===== src/rtl/lsu_pkg.sv =====
// Shared definitions for the RV32I load/store unit: funct3 codes, FSM states, lane helpers.
// LSU_MISALIGNED_SPLIT_EN adds the second-access states used for word-crossing accesses.
package lsu_pkg;

  localparam logic [2:0] F3_B  = 3'b000;
  localparam logic [2:0] F3_H  = 3'b001;
  localparam logic [2:0] F3_W  = 3'b010;
  localparam logic [2:0] F3_BU = 3'b100;
  localparam logic [2:0] F3_HU = 3'b101;

  typedef enum logic [2:0] {
    S_IDLE,
    S_REQ,
    S_WAIT,
    S_RESP
`ifdef LSU_MISALIGNED_SPLIT_EN
    , S_REQ2,
    S_WAIT2
`endif
  } lsu_state_e;

  // Byte mask across two adjacent words; the upper nibble is the spill into the next word.
  function automatic logic [7:0] be_span(input logic [2:0] f3, input logic [1:0] off);
    logic [7:0] m;
    case (f3[1:0])
      2'b00:   m = 8'h01;
      2'b01:   m = 8'h03;
      default: m = 8'h0F;
    endcase
    return m << off;
  endfunction

  function automatic logic [3:0] be_for(input logic [2:0] f3, input logic [1:0] off);
    logic [7:0] s;
    s = be_span(f3, off);
    return s[3:0];
  endfunction

  function automatic logic [3:0] be_hi(input logic [2:0] f3, input logic [1:0] off);
    logic [7:0] s;
    s = be_span(f3, off);
    return s[7:4];
  endfunction

  function automatic logic illegal_f3(input logic we, input logic [2:0] f3);
    if (we) return !(f3 inside {F3_B, F3_H, F3_W});
    return !(f3 inside {F3_B, F3_H, F3_W, F3_BU, F3_HU});
  endfunction

  function automatic logic misaligned(input logic [2:0] f3, input logic [1:0] off);
    return ((f3[1:0] == 2'b01) && off[0]) || ((f3[1:0] == 2'b10) && (off != 2'b00));
  endfunction

  function automatic logic crosses(input logic [2:0] f3, input logic [1:0] off);
    return ((f3[1:0] == 2'b01) && (off == 2'b11)) || ((f3[1:0] == 2'b10) && (off != 2'b00));
  endfunction

endpackage


===== src/rtl/lsu_mem_port_load_extend.sv =====
// Load data alignment: selects byte/half/word at the byte offset and sign- or zero-extends it.
// i_pair is {next word, this word}; only the low word is meaningful for non-crossing loads.
module load_extend
  import lsu_pkg::*;
(
  input  logic [63:0] i_pair,
  input  logic [2:0]  i_funct3,
  input  logic [1:0]  i_off,
  output logic [31:0] o_data
);

  logic [31:0] w_sh;

  assign w_sh = 32'(i_pair >> {i_off, 3'b000});

  always_comb begin
    o_data = '0;
    case (i_funct3)
      F3_B:    o_data = {{24{w_sh[7]}}, w_sh[7:0]};
      F3_H:    o_data = {{16{w_sh[15]}}, w_sh[15:0]};
      F3_W:    o_data = w_sh;
      F3_BU:   o_data = {24'b0, w_sh[7:0]};
      F3_HU:   o_data = {16'b0, w_sh[15:0]};
      default: o_data = '0;
    endcase
  end

endmodule


===== src/rtl/lsu_mem_port.sv =====
// MEM-stage load/store unit: lane steering for stores, extension for loads, req/gnt + rvalid bus.
// Define LSU_MISALIGNED_SPLIT_EN to perform misaligned accesses (split across words) instead of trapping.
module lsu_mem_port
  import lsu_pkg::*;
#(
  parameter int unsigned ADDR_W = 32
) (
  input  logic              clk,
  input  logic              rst,
  input  logic              req_valid,
  output logic              req_ready,
  input  logic              req_we,
  input  logic [2:0]        req_funct3,
  input  logic [ADDR_W-1:0] req_addr,
  input  logic [31:0]       req_wdata,
  output logic              rsp_valid,
  output logic              rsp_err,
  output logic [31:0]       rsp_rdata,
  output logic              mem_req,
  input  logic              mem_gnt,
  output logic              mem_we,
  output logic [ADDR_W-1:0] mem_addr,
  output logic [3:0]        mem_be,
  output logic [31:0]       mem_wdata,
  input  logic              mem_rvalid,
  input  logic [31:0]       mem_rdata
);

  lsu_state_e        r_state;
  logic              r_req_ready, r_rsp_valid, r_rsp_err;
  logic [31:0]       r_rsp_rdata;
  logic              r_mem_req, r_mem_we;
  logic [ADDR_W-1:0] r_mem_addr;
  logic [3:0]        r_mem_be;
  logic [31:0]       r_mem_wdata;
  logic [2:0]        r_f3;
  logic [1:0]        r_off;
  logic              r_we;

  logic              w_err;
  logic [31:0]       w_wdata_lo;
  logic [63:0]       w_pair;
  logic [31:0]       w_ldata;

`ifdef LSU_MISALIGNED_SPLIT_EN
  logic              r_cross;
  logic [31:0]       r_lo, r_wd_hi;
  logic [3:0]        r_be_hi;
  logic [31:0]       w_wd_hi;

  assign w_err  = illegal_f3(req_we, req_funct3);
  assign w_pair = (r_state == S_WAIT2) ? {mem_rdata, r_lo} : {32'b0, mem_rdata};
`else
  assign w_err  = illegal_f3(req_we, req_funct3) || misaligned(req_funct3, req_addr[1:0]);
  assign w_pair = {32'b0, mem_rdata};
`endif

  // Aligned stores replicate into every lane; misaligned ones need the true lane shift.
  always_comb begin
    case (req_funct3[1:0])
      2'b00:   w_wdata_lo = {4{req_wdata[7:0]}};
      2'b01:   w_wdata_lo = {2{req_wdata[15:0]}};
      default: w_wdata_lo = req_wdata;
    endcase
`ifdef LSU_MISALIGNED_SPLIT_EN
    w_wd_hi = '0;
    if (misaligned(req_funct3, req_addr[1:0]))
      {w_wd_hi, w_wdata_lo} = {32'b0, req_wdata} << {req_addr[1:0], 3'b000};
`endif
  end

  load_extend u_load_extend (
    .i_pair   (w_pair),
    .i_funct3 (r_f3),
    .i_off    (r_off),
    .o_data   (w_ldata)
  );

  always_ff @(posedge clk or posedge rst) begin
    if (rst) begin
      r_state     <= S_IDLE;
      r_req_ready <= 1'b1;
      r_rsp_valid <= 1'b0;
      r_rsp_err   <= 1'b0;
      r_rsp_rdata <= '0;
      r_mem_req   <= 1'b0;
      r_mem_we    <= 1'b0;
      r_mem_addr  <= '0;
      r_mem_be    <= '0;
      r_mem_wdata <= '0;
      r_f3        <= '0;
      r_off       <= '0;
      r_we        <= 1'b0;
`ifdef LSU_MISALIGNED_SPLIT_EN
      r_cross     <= 1'b0;
      r_lo        <= '0;
      r_wd_hi     <= '0;
      r_be_hi     <= '0;
`endif
    end else begin
      case (r_state)
        S_IDLE: begin
          if (req_valid && r_req_ready) begin
            r_f3        <= req_funct3;
            r_off       <= req_addr[1:0];
            r_we        <= req_we;
            r_req_ready <= 1'b0;
            if (w_err) begin
              r_rsp_valid <= 1'b1;
              r_rsp_err   <= 1'b1;
              r_state     <= S_RESP;
            end else begin
              r_mem_req   <= 1'b1;
              r_mem_we    <= req_we;
              r_mem_addr  <= {req_addr[ADDR_W-1:2], 2'b00};
              r_mem_be    <= be_for(req_funct3, req_addr[1:0]);
              r_mem_wdata <= w_wdata_lo;
`ifdef LSU_MISALIGNED_SPLIT_EN
              r_cross     <= crosses(req_funct3, req_addr[1:0]);
              r_be_hi     <= be_hi(req_funct3, req_addr[1:0]);
              r_wd_hi     <= w_wd_hi;
`endif
              r_state     <= S_REQ;
            end
          end
        end
        S_REQ: begin
          if (mem_gnt) begin
`ifdef LSU_MISALIGNED_SPLIT_EN
            if (r_cross && r_we) begin
              r_mem_addr  <= r_mem_addr + ADDR_W'(4);
              r_mem_be    <= r_be_hi;
              r_mem_wdata <= r_wd_hi;
              r_state     <= S_REQ2;
            end else
`endif
            begin
              r_mem_req <= 1'b0;
              if (r_we) begin
                r_rsp_valid <= 1'b1;
                r_state     <= S_RESP;
              end else begin
                r_state <= S_WAIT;
              end
            end
          end
        end
        S_WAIT: begin
          if (mem_rvalid) begin
`ifdef LSU_MISALIGNED_SPLIT_EN
            if (r_cross) begin
              r_lo       <= mem_rdata;
              r_mem_req  <= 1'b1;
              r_mem_addr <= r_mem_addr + ADDR_W'(4);
              r_mem_be   <= r_be_hi;
              r_state    <= S_REQ2;
            end else
`endif
            begin
              r_rsp_valid <= 1'b1;
              r_rsp_rdata <= w_ldata;
              r_state     <= S_RESP;
            end
          end
        end
`ifdef LSU_MISALIGNED_SPLIT_EN
        S_REQ2: begin
          if (mem_gnt) begin
            r_mem_req <= 1'b0;
            if (r_we) begin
              r_rsp_valid <= 1'b1;
              r_state     <= S_RESP;
            end else begin
              r_state <= S_WAIT2;
            end
          end
        end
        S_WAIT2: begin
          if (mem_rvalid) begin
            r_rsp_valid <= 1'b1;
            r_rsp_rdata <= w_ldata;
            r_state     <= S_RESP;
          end
        end
`endif
        S_RESP: begin
          r_rsp_valid <= 1'b0;
          r_rsp_err   <= 1'b0;
          r_rsp_rdata <= '0;
          r_req_ready <= 1'b1;
          r_state     <= S_IDLE;
        end
        default: begin
          r_req_ready <= 1'b1;
          r_state     <= S_IDLE;
        end
      endcase
    end
  end

  assign req_ready = r_req_ready;
  assign rsp_valid = r_rsp_valid;
  assign rsp_err   = r_rsp_err;
  assign rsp_rdata = r_rsp_rdata;
  assign mem_req   = r_mem_req;
  assign mem_we    = r_mem_we;
  assign mem_addr  = r_mem_addr;
  assign mem_be    = r_mem_be;
  assign mem_wdata = r_mem_wdata;

endmodule


===== config.mk =====
export PLATFORM = sky130hd
export DESIGN_NAME = lsu_mem_port
export DESIGN_NICKNAME = d
export VERILOG_FILES = /design/src/rtl/lsu_pkg.sv /design/src/rtl/lsu_mem_port_load_extend.sv /design/src/rtl/lsu_mem_port.sv
export SDC_FILE = /design/constraint.sdc
export NUM_CORES = 1
export LEC_CHECK = 0
export CAP_MARGIN = 20
export CORE_ASPECT_RATIO = 1.25
export CORE_UTILIZATION = 47
export CTS_BUF_LIST = sky130_fd_sc_hd__clkbuf_4 sky130_fd_sc_hd__clkbuf_8
export DETAILED_ROUTE_END_ITERATION = 10
export PLACE_DENSITY = 0.83
export RECOVER_POWER = 50
export SLEW_MARGIN = 10
export SYNTH_ARGS = -nofsm -noshare
export SYNTH_HDL_FRONTEND = slang
export SYNTH_HIERARCHICAL = 1
export SYNTH_SLANG_ARGS = --single-unit

===== constraint.sdc =====
create_clock -name clk -period 5 [get_ports clk]
set_input_delay 1 -clock clk [delete_from_list [all_inputs] [get_ports clk]]
set_output_delay 1 -clock clk [all_outputs]
set_load 0.01 [all_outputs]

==> out/results.tsv <==
metric	value	unit
ff2ff_path_depth	5	
period_share	62.72	%
die_x	103.6	um
port_buffers	207	
area_growth	41.31	%
r2r_slack	2.54	ns
status	complete, but fails checks	
grt_pass1_vias	4897	
worstPathArrival	3.21	ns
drc	0	
hp-class	flip-flop to flip-flop	
finalWorstSetupSlack	1.864	ns
seq_area_frac_synth	45.87	%
ioPinCount	210	
start_util	48.06	%
tightest_slew	1.688	ns
rsz0062_at_grt	no	
place_ws	1.708	ns
n_antenna_cell	0	
peakVddDrop	0.3113	mV
grt_max_degree	96	
multi_input_area	3179	um2
powerDensity	545.7	nW/um2
core_area	12600	um2
r2r-end	mem_addr[30]	
layout-drive-gt1-share	13.64	%
cts-root-buf	clkbuf_8	
firstDrtPassIters	7	
hold_viol	0	
grt_pass1_wl	23960	um
cts_tree	built	
synth_top_area_cell	dfrtp_1	
yosysTopAreaCellShare	45.44	%
fin_crit	3.136	ns
layout.nets	881	
hold_path_end	rsp_rdata[28]	
slew_viol_final	104	
dp_hpwl	11320	um
slew_headroom	-12.51	%
end_kind	async pin	
grt_usage	22.61	%
ys_ff_latch	111	
vias	4828	
ctsHtreeMaxLevel	3	
routabilityCongestion	0.7890	
syn_avg_cell_area	11.20	um2
synth_area_leaders	dfrtp_1 45%, mux4_2 10%, mux2_2 6.1%	
min_from	rsp_rdata[28]	
grt_overflow_total	0	
start_kind	input pin	
netlist_area	6058	um2
worstReg2RegStart	r_state[0]	
clk_pin_slew	0.11	ns
numCtsBuffers	9	
violations	capacitance limit, slew limit	
crit_required	5.07	ns
clock_skew	0.01316	ns
dieArea	13350	um2
yosysWarnings	6	
min_path_cells	2	
wl	14930	um
fp.dieH	128.9	um
clock_sinks	111	
avgRoutedWirePerCell	15.80	um
fmax	318.9	MHz
tns	0	ns
crit_fanout	69	
antenna_found_initial	0	
setup_viol	0	
crit_type	input pin to async pin	
cts_hold_buf	0	
drtIter0Drc	212	
post-cts-setup-buffers	0	
regArea	2780	um2
worstSkewPairLatency	0.38	ns
num_rows	46	
ctsResizeCount	0	
fill_cells	945	
final_antenna_net_count	0	
p_leak	3.779	nW
via_per_inst	5.109	
clock_path_buffers	2	
cap_violations	2	
synthDistinctLibCells	38	
synthCells	541	
synthesized netlist by cell type (all sizes together):
cell    number
dfrtp      110
nand2       79
o21ai       68
mux2        48
nand2b      33
mux4        31
mux2i       29
buf         22
clkbuf      21
a31oi       17
inv         16
nor2        13
a21oi       11
nor2b       11
ha           4
a211oi       3
nor4         3
o31ai        3
a21o         2
nand3        2
nor3         2
o22ai        2
a221o        1
a221oi       1
a222oi       1
a22o         1
a32oi        1
and2         1
conb         1
dfstp        1
nand3b       1
o211ai       1
or4          1
layer usage:
layer / vias to the layer above / share of wire (%) / track usage, % / routed length [um]
li1: 2336 / - / - / -
met1: 2300 / 40 / 26.32 / 5942
met2: 162 / 51 / 40.07 / 7678
met3: 30 / 5.9 / 4.863 / 878
met4: 0 / 2.9 / 10.66 / 434
met5: - / 0 / 0 / 0
worst max-delay path, stage by stage:
cell and delay (ns):
dlygate4sd3_1 0.55, clkinvlp_2 0.33, clkbuf_2 1.30
cell usage in the layout, fill, tap and decap left out, types with 17 or more instances in the layout:
cell type	netlist	layout
a31oi_1	17	17
clkdlybuf4s50_1	0	163
conb_1	1	50
dfrtp_1	110	109
dlygate4sd3_1	0	44
mux2_2	33	33
mux2i_1	29	28
mux4_2	28	28
nand2_1	79	79
nand2b_1	33	33
o21ai_0	68	68
final cells by class:
type / instances / share of cell area [%]
repair buffers: 214 / 24.74
well taps: 168 / 2.455
clock buffers: 11 / 1.695
multi-input cells: 420 / 37.14
clock inverters: 5 / 0.7746
flip-flops and latches: 111 / 32.48
inverters: 16 / 0.7162
cells by family after synthesis:
family / share of synthesized area [%]
simple gates: 11.30
compound gates: 10.57
flops: 45.87
mux: 26.35
buf+inv: 5.019
fa+ha+maj: 0.8261
other cells: 0.06190
how the worst max path moves through the flow:
stage                     start            to  slack (ns)  cells after the start
global route                rst      r_off[0]        1.42                      3
CTS                 req_addr[0]  mem_wdata[0]        2.13                      4
global placement    req_addr[1]     mem_be[2]        1.78                      5
finish                      rst      r_off[0]        1.86                      3
floorplan                   rst  mem_addr[10]        1.07                      1
detailed placement  req_addr[1]  mem_addr[12]        1.71                      4
sequential cells by signal (all words and copies together) (netlist names):
register   flops
r_f3           3
mem_be         4
r_state        2
mem_req        1
req_ready      1
r_we           1
mem_addr      30
r_off          2
rsp_valid      1
rsp_rdata     32
rsp_err        1
mem_wdata     32
mem_we         1
power breakdown:
part / internal, W / leakage [nW] / switching [W]
Sequential: 0.00130 / 1.38 / 0.000326
Clock: 0.000258 / 0.105 / 0.000315
Combinational: 0.00139 / 2.29 / 0.00108
through the flow:
step                      power, W  hold slack (ns)  area, um2  util [%]  cells
after floorplan           0.003095           0.4739       6242         -    590
after global placement    0.004076           0.4617       8349     66.24    928
after detailed placement  0.004172           0.4691       8349     66.24    928
after CTS                 0.004763           0.4951       8561     67.92    944
after global routing      0.005003           0.5013       8561     67.92    945
final                     0.004672           0.4857       8561     67.92    945
Note: power is estimated with default switching activity, not from simulation.
